### src/rtl/mdu_seq_ctrl_pkg.sv
// Shared definitions for the multiply/divide sequencer: opcodes, FSM states,
// default width and small opcode classification helpers.
package mdu_seq_ctrl_pkg;

  localparam int unsigned MDU_WIDTH = 32;

  // 3-bit md_op encodings issued by decode.
  typedef enum logic [2:0] {
    MD_MULT  = 3'd0,
    MD_MULTU = 3'd1,
    MD_DIV   = 3'd2,
    MD_DIVU  = 3'd3,
    MD_MTHI  = 3'd4,
    MD_MTLO  = 3'd5
  } md_op_e;

  // Sequencer FSM states.
  typedef enum logic [2:0] {
    ST_IDLE = 3'd0,
    ST_PREP = 3'd1,
    ST_ITER = 3'd2,
    ST_FIX  = 3'd3,
    ST_DONE = 3'd4
  } mdu_state_e;

  // True for the multi-cycle multiply/divide class.
  function automatic logic md_is_arith(input logic [2:0] op);
    return (op == MD_MULT) || (op == MD_MULTU) || (op == MD_DIV) || (op == MD_DIVU);
  endfunction

  // True for DIV/DIVU.
  function automatic logic md_is_div(input logic [2:0] op);
    return (op == MD_DIV) || (op == MD_DIVU);
  endfunction

  // True for the signed variants MULT/DIV.
  function automatic logic md_is_signed(input logic [2:0] op);
    return (op == MD_MULT) || (op == MD_DIV);
  endfunction

endpackage

### src/rtl/mdu_seq_ctrl_step.sv
// One combinational iteration of the shared datapath.
// Multiply: {acc,mq} holds the partial product; add opnd if mq LSB set, shift right.
// Divide:   acc is the partial remainder, mq shifts the dividend out and
//           quotient bits in (restoring compare-subtract).
module mdu_step #(
  parameter int unsigned WIDTH = 32
) (
  input  logic             is_div,
  input  logic [WIDTH-1:0] acc_i,
  input  logic [WIDTH-1:0] mq_i,
  input  logic [WIDTH-1:0] opnd_i,
  output logic [WIDTH-1:0] acc_o,
  output logic [WIDTH-1:0] mq_o
);

  logic [WIDTH:0]   mul_sum;
  logic [WIDTH:0]   div_shift;
  logic             div_ge;
  logic [WIDTH-1:0] div_diff;

  // Select one multiply or divide step for the current operation.
  always_comb begin
    mul_sum   = {1'b0, acc_i} + (mq_i[0] ? {1'b0, opnd_i} : '0);
    div_shift = {acc_i, mq_i[WIDTH-1]};
    div_ge    = (div_shift >= {1'b0, opnd_i});
    // The remainder after a successful subtract is below opnd, so the
    // truncated difference is exact.
    div_diff  = div_shift[WIDTH-1:0] - opnd_i;

    if (is_div) begin
      acc_o = div_ge ? div_diff : div_shift[WIDTH-1:0];
      mq_o  = {mq_i[WIDTH-2:0], div_ge};
    end else begin
      acc_o = mul_sum[WIDTH:1];
      mq_o  = {mul_sum[0], mq_i[WIDTH-1:1]};
    end
  end

endmodule

### src/rtl/mdu_seq_ctrl.sv
// Multi-cycle multiply/divide sequencer with HI/LO ownership.
// IDLE -> PREP -> ITER (WIDTH steps) -> FIX -> DONE -> IDLE; MTHI/MTLO in IDLE.
module mdu_seq_ctrl
  import mdu_seq_ctrl_pkg::*;
#(
  parameter int unsigned WIDTH = MDU_WIDTH
) (
  input  logic             clock,
  input  logic             rst_n,
  input  logic             start,
  input  logic [2:0]       md_op,
  input  logic [WIDTH-1:0] src_a,
  input  logic [WIDTH-1:0] src_b,
  input  logic             flush,
  output logic             busy,
  output logic             done,
  output logic             div_by_zero,
  output logic [WIDTH-1:0] hi,
  output logic [WIDTH-1:0] lo
);

  localparam int unsigned CW = (WIDTH > 1) ? $clog2(WIDTH) : 1;

  mdu_state_e       state_q, state_d;
  logic [2:0]       op_q, op_d;
  logic [WIDTH-1:0] a_q, a_d;
  logic [WIDTH-1:0] b_q, b_d;
  logic             neg_a_q, neg_a_d;
  logic             neg_b_q, neg_b_d;
  logic [WIDTH-1:0] acc_q, acc_d;
  logic [WIDTH-1:0] mq_q, mq_d;
  logic [WIDTH-1:0] opnd_q, opnd_d;
  logic [CW-1:0]    cnt_q, cnt_d;
  logic [WIDTH-1:0] hi_q, hi_d;
  logic [WIDTH-1:0] lo_q, lo_d;

  logic [WIDTH-1:0]   step_acc;
  logic [WIDTH-1:0]   step_mq;
  logic [WIDTH-1:0]   abs_a;
  logic [WIDTH-1:0]   abs_b;
  logic [WIDTH-1:0]   fix_hi;
  logic [WIDTH-1:0]   fix_lo;
  logic [2*WIDTH-1:0] prod;
  logic               op_div;
  logic               b_zero;

  assign op_div = md_is_div(op_q);
  assign b_zero = (b_q == '0);

  mdu_step #(
    .WIDTH(WIDTH)
  ) u_step (
    .is_div(op_div),
    .acc_i (acc_q),
    .mq_i  (mq_q),
    .opnd_i(opnd_q),
    .acc_o (step_acc),
    .mq_o  (step_mq)
  );

  // Sign-correct the unsigned iteration result into final HI/LO values.
  always_comb begin
    fix_hi = '0;
    fix_lo = '0;
    prod   = {acc_q, mq_q};
    if (op_div) begin
      if (b_zero) begin
        fix_hi = a_q;
        fix_lo = '1;
      end else begin
        // INT_MIN / -1 falls out naturally: |q| = 2^(W-1), negation wraps to itself.
        fix_lo = (neg_a_q ^ neg_b_q) ? (-mq_q) : mq_q;
        fix_hi = neg_a_q ? (-acc_q) : acc_q;
      end
    end else begin
      if (neg_a_q ^ neg_b_q) begin
        prod = -prod;
      end
      fix_hi = prod[2*WIDTH-1:WIDTH];
      fix_lo = prod[WIDTH-1:0];
    end
  end

  // Next-state, datapath loads and HI/LO updates.
  always_comb begin
    state_d = state_q;
    op_d    = op_q;
    a_d     = a_q;
    b_d     = b_q;
    neg_a_d = neg_a_q;
    neg_b_d = neg_b_q;
    acc_d   = acc_q;
    mq_d    = mq_q;
    opnd_d  = opnd_q;
    cnt_d   = cnt_q;
    hi_d    = hi_q;
    lo_d    = lo_q;
    abs_a   = a_q;
    abs_b   = b_q;

    unique case (state_q)
      ST_IDLE: begin
        if (start) begin
          if (md_is_arith(md_op)) begin
            op_d    = md_op;
            a_d     = src_a;
            b_d     = src_b;
            state_d = ST_PREP;
          end else if (md_op == MD_MTHI) begin
            hi_d = src_a;
          end else if (md_op == MD_MTLO) begin
            lo_d = src_a;
          end
        end
      end
      ST_PREP: begin
        neg_a_d = md_is_signed(op_q) & a_q[WIDTH-1];
        neg_b_d = md_is_signed(op_q) & b_q[WIDTH-1];
        abs_a   = neg_a_d ? (-a_q) : a_q;
        abs_b   = neg_b_d ? (-b_q) : b_q;
        acc_d   = '0;
        cnt_d   = '0;
        if (op_div) begin
          mq_d   = abs_a;
          opnd_d = abs_b;
        end else begin
          mq_d   = abs_b;
          opnd_d = abs_a;
        end
        state_d = ST_ITER;
      end
      ST_ITER: begin
        acc_d = step_acc;
        mq_d  = step_mq;
        cnt_d = cnt_q + CW'(1);
        if (cnt_q == CW'(WIDTH - 1)) begin
          state_d = ST_FIX;
        end
      end
      ST_FIX: begin
        hi_d    = fix_hi;
        lo_d    = fix_lo;
        state_d = ST_DONE;
      end
      ST_DONE: begin
        state_d = ST_IDLE;
      end
      default: begin
        state_d = ST_IDLE;
      end
    endcase

    // Flush overrides everything, including an IDLE start or MTHI/MTLO and
    // the FIX-cycle HI/LO write.
    if (flush) begin
      state_d = ST_IDLE;
      hi_d    = hi_q;
      lo_d    = lo_q;
    end
  end

  // State and datapath registers.
  always_ff @(posedge clock or negedge rst_n) begin
    if (!rst_n) begin
      state_q <= ST_IDLE;
      op_q    <= '0;
      a_q     <= '0;
      b_q     <= '0;
      neg_a_q <= 1'b0;
      neg_b_q <= 1'b0;
      acc_q   <= '0;
      mq_q    <= '0;
      opnd_q  <= '0;
      cnt_q   <= '0;
      hi_q    <= '0;
      lo_q    <= '0;
    end else begin
      state_q <= state_d;
      op_q    <= op_d;
      a_q     <= a_d;
      b_q     <= b_d;
      neg_a_q <= neg_a_d;
      neg_b_q <= neg_b_d;
      acc_q   <= acc_d;
      mq_q    <= mq_d;
      opnd_q  <= opnd_d;
      cnt_q   <= cnt_d;
      hi_q    <= hi_d;
      lo_q    <= lo_d;
    end
  end

  // Status outputs decode straight from registered state.
  always_comb begin
    busy        = (state_q == ST_PREP) || (state_q == ST_ITER) || (state_q == ST_FIX);
    done        = (state_q == ST_DONE);
    div_by_zero = done && op_div && b_zero;
    hi          = hi_q;
    lo          = lo_q;
  end

endmodule

### config.mk
export PLATFORM = sky130hd
export DESIGN_NAME = mdu_seq_ctrl
export DESIGN_NICKNAME = d
export VERILOG_FILES = /design/src/rtl/mdu_seq_ctrl_pkg.sv /design/src/rtl/mdu_seq_ctrl_step.sv /design/src/rtl/mdu_seq_ctrl.sv
export SDC_FILE = /design/constraint.sdc
export NUM_CORES = 1
export LEC_CHECK = 0
export CAP_MARGIN = 20
export CELL_PAD_IN_SITES_DETAIL_PLACEMENT = 1
export CELL_PAD_IN_SITES_GLOBAL_PLACEMENT = 1
export CORE_ASPECT_RATIO = 1.2
export CORE_MARGIN = 1.5
export CORE_UTILIZATION = 40
export DETAILED_ROUTE_END_ITERATION = 8
export PLACE_DENSITY = 0.73
export SYNTH_ARGS = -nofsm -noshare
export SYNTH_HDL_FRONTEND = slang
export SYNTH_SLANG_ARGS = --single-unit
### constraint.sdc
create_clock -name clock -period 7.9 [get_ports clock]
set_clock_uncertainty 0.15 [all_clocks]
set_input_delay 2.37 -clock clock [delete_from_list [all_inputs] [get_ports clock]]
set_output_delay 2.37 -clock clock [all_outputs]
set_load 0.01 [all_outputs]
==> results.tsv <==
stage	metric	value	unit
run_status	outcome	finished, final reports clean	
sta	worst_pin_slew	1.02	ns
power	power_density_over_the_cells	410	nW/um^2
worst_setup_path	timing.critical_path.cells	or4_1 -> nor3_1 -> nand2_1 -> nor3_1 -> buf_4 -> and2_1 -> clkdlybuf4s50_1	
clock_network	cts.hold.buffers_added	0	
flow_run	maxCapViolCount	0	
worst_setup_path	critPathArrivalTime	3.41	ns
floorplan	dieArea	47500	sq um
synth	synth-adder-area-share	4.96	%
route	vias_per_cell	6.19	
sta	rsz0062_at_grt	no	
sta	setup_viol_count_final	0	
clock_network	worst_skew_pair.late_latency	0.57	ns
sta	finalMaxSlewViolations	0	
hold_path	worst_hold_path_type	reg2reg	
clock_network	cts.sink_count	237	
route	drcViolationCount	0	
global_routing	grt_use_total	31.3	%
synth	ys_ff_latch	237	
route	routedWlPerCell	25.1	um
clock_network	numCtsBuffers	27	
sta	totalNegativeSetupSlack	0	ns
placement	io_buffer_count	137	
placement	dpl_cells	2915	
synth	syn_nets	2451	
route	totalWireLength	74500	um
floorplan	floorplan.die.width	199	um
synth	synth_top_family_by_area	compound AO/OA/AOI/OAI gates	
worst_setup_path	timing.critical_path.max_delay_family	simple AND/OR/NAND/NOR gates	
synth	synth_compound_gate_area_share	25.6	%
worst_setup_path	timing.critical_path.required	5.38	ns
sta	post-route-period-util	75.0	%
synth	yosys_warnings	0	
sta	hold_violations	0	
sta	finalWorstPathRequiredPeriod	5.93	ns
clock_network	post_cts_resized	0	
clock_network	post_cts.repair.setup_buffers	0	
floorplan	io_pins	138	
clock_network	clock_tree.buffer_depth	3	
finish	post_layout_nonfiller_instances	2964	
synth	synthesis.area_per_instance	8.00	sq um
worst_setup_path	critPathBufInv	2	
power	cellLeakagePower	0.00868	uW
finish	share_of_cells_above_drive_strength_1	7.92	%
worst_setup_path	path_class	reg2out	
worst_setup_path	worst_setup_path_end_kind	primary output	
worst_setup_path	worstSetupStartpointType	flop	
route	iter_0_drt_violations	1351	
clock_network	htree_levels	1	
global_routing	pin_count_of_the_biggest_net_entering_global_routing	130	
synth	dominantRegCellSynth	sky130_fd_sc_hd__dfrtp_1	
route	drt-pass1-iter-count	5	
power	ir_worst_vdd	0.179	mV
clock_network	clk_transition_reported_paths	0.06	ns
route	routed-via-count	18300	
floorplan	floorplan.core_area	45700	sq um
synth	syn_area	18500	sq um
finish	layout_overhead_on_the_synthesized_area	14.6	%
global_routing	vias_in_the_first_global_route	18800	
placement	globalplace.congestion	0.922	
placement	hpwl	56300	um
route	postRouteAntennaNets	0	
synth	seq_area_frac_synth	32.1	%
floorplan	initial_core_util	40.4	%
worst_setup_path	worst-path-max-fanout	5	
worst_setup_path	critPathMaxStageDelay	0.58	ns
synth	synth.area.mux_share	5.77	%
floorplan	placementRows	86	
synth	synth_simple_gate_area_share	18.0	%
placement	placed_cell_areas	20200	sq um
worst_setup_path	critical-path-slowest-cell	sky130_fd_sc_hd__or4_1	
synth	yosys.area_share.xor_xnor	8.49	%
synth	share_of_flip_flops_with_an_asynchronous_set_or_reset	100	%
global_routing	grt_antenna_before_repair	0	
synth	postSynthCellCount	2308	
clock_network	tritoncts	built	
finish	diodes	0	
global_routing	globalRouteOverflowTotal	0	
floorplan	die_h	238	um
worst_setup_path	cpMostUsedCell	sky130_fd_sc_hd__nor3_1	
clock_network	clockRootBuffer	sky130_fd_sc_hd__clkbuf_16	
finish	finalInstanceArea	21200	sq um
synth	synth_edf_count	0	
synth	synth_cell_types	82	
finish	finalNetCount	2471	
global_routing	first_pass_grt_wire_length	114000	um
sta	timing.fmax	169	MHz
sta	max_slew_margin	31.7	%
==> cell type report <==
class,instances,area [sq um]
fillers,5529,24600
multi-input cells,1833,11700
flip-flops and latches,237,5930
repair buffers,160,1560
well taps,616,771
clock buffers,34,732
inverters,69,259
clock inverters,15,195
==> metrics by stage <==
stage / power, uW / util [%] / hold slack, ns / setup slack (ns)
floorplan: 5480 / - / 0.299 / 3.48
global placement: 7060 / 44.2 / 0.312 / 2.67
detailed placement: 7220 / 44.2 / 0.320 / 2.64
CTS: 8620 / 46.3 / 0.333 / 2.03
global route: 9250 / 46.3 / 0.350 / 1.95
finish: 8690 / 46.3 / 0.326 / 1.97
==> final timing paths <==
kind | from | end | slack, ns | depth (start not counted)
worst min-delay path | lo[29] | lo[29] | 0.33 | 2
max in group asynchronous | rst_n | b_q[26] | 4.68 | 2
worst min register to register | lo[29] | lo[29] | 0.33 | 2
worst max-delay path | b_q[22] | div_by_zero | 1.97 | 7
worst max register to register | b_q[22] | lo[9] | 3.29 | 7
min in group asynchronous | rst_n | lo[24] | 1.66 | 1
==> where the power goes <==
group,leakage [uW],internal (uW),switching (uW)
Combinational,0.00532,1980,3070
Sequential,0.00291,1600,671
Clock,0.000452,788,575
==> sequential cells by signal (all words and copies together) (netlist names) <==
register	count
a_q	32
acc_q	32
b_q	32
hi	32
lo	32
mq_q	32
opnd_q	32
cnt_q	5
op_q	3
state_q	3
neg_a_q	1
neg_b_q	1
==> worst reg2reg max path: cells and delay by family (launching register included) <==
family | cells | cell delay (ns)
flops | 1 | 0.44
simple gates | 5 | 3.37
compound gates | 2 | 0.57
==> layer usage <==
metal  vias to the layer above  share of wire, %  GRT usage, %
met5                         -                 0             0
met4                         0               5.5          15.9
met3                       164               4.7          2.45
met2                       588                47          51.6
met1                      9209                43          40.9
li1                       8382                 -             -
==> cells by family after synthesis <==
| family | after synthesis |
|---|---|
| compound gates | 769 |
| simple gates | 718 |
| buf+inv | 238 |
| flops | 237 |
| xor+xnor | 179 |
| mux | 95 |
| fa+ha+maj | 72 |
==> cells in the final DEF, fill, tap and decap left out, types with 69 or more instances in the layout <==
cell                                n
sky130_fd_sc_hd__xnor2_1          101
sky130_fd_sc_hd__nor2_1           206
sky130_fd_sc_hd__nand2_1          264
sky130_fd_sc_hd__o21ai_0          202
sky130_fd_sc_hd__xor2_1            76
sky130_fd_sc_hd__clkdlybuf4s50_1  136
sky130_fd_sc_hd__mux2_2            72
sky130_fd_sc_hd__dfrtp_1          237
sky130_fd_sc_hd__inv_1             69
sky130_fd_sc_hd__a21oi_1          206
sky130_fd_sc_hd__ha_1              70
==> cell usage after synthesis, drive strengths merged (11+ instances only) <==
cell type	count	area, sq um
nand3	36	180
clkbuf	138	518
nand2	266	998
a21o	31	233
or3	26	173
xnor2	102	893
or2	11	68.8
and3	13	81.3
o21a	11	90.1
o22ai	44	275
a31oi	46	288
dfrtp	237	5930
mux2i	21	210
inv	69	259
o211ai	47	353
o31ai	21	163
o21ai	215	1080
a21oi	207	1040
a211oi	60	460
nor4	18	128
or4	14	109
buf	31	143
ha	70	876
nor2	208	781
xor2	77	674
nor3	47	250
nand4	18	113
and2	17	106
mux2	72	811
(Power assumes the default switching activity.)
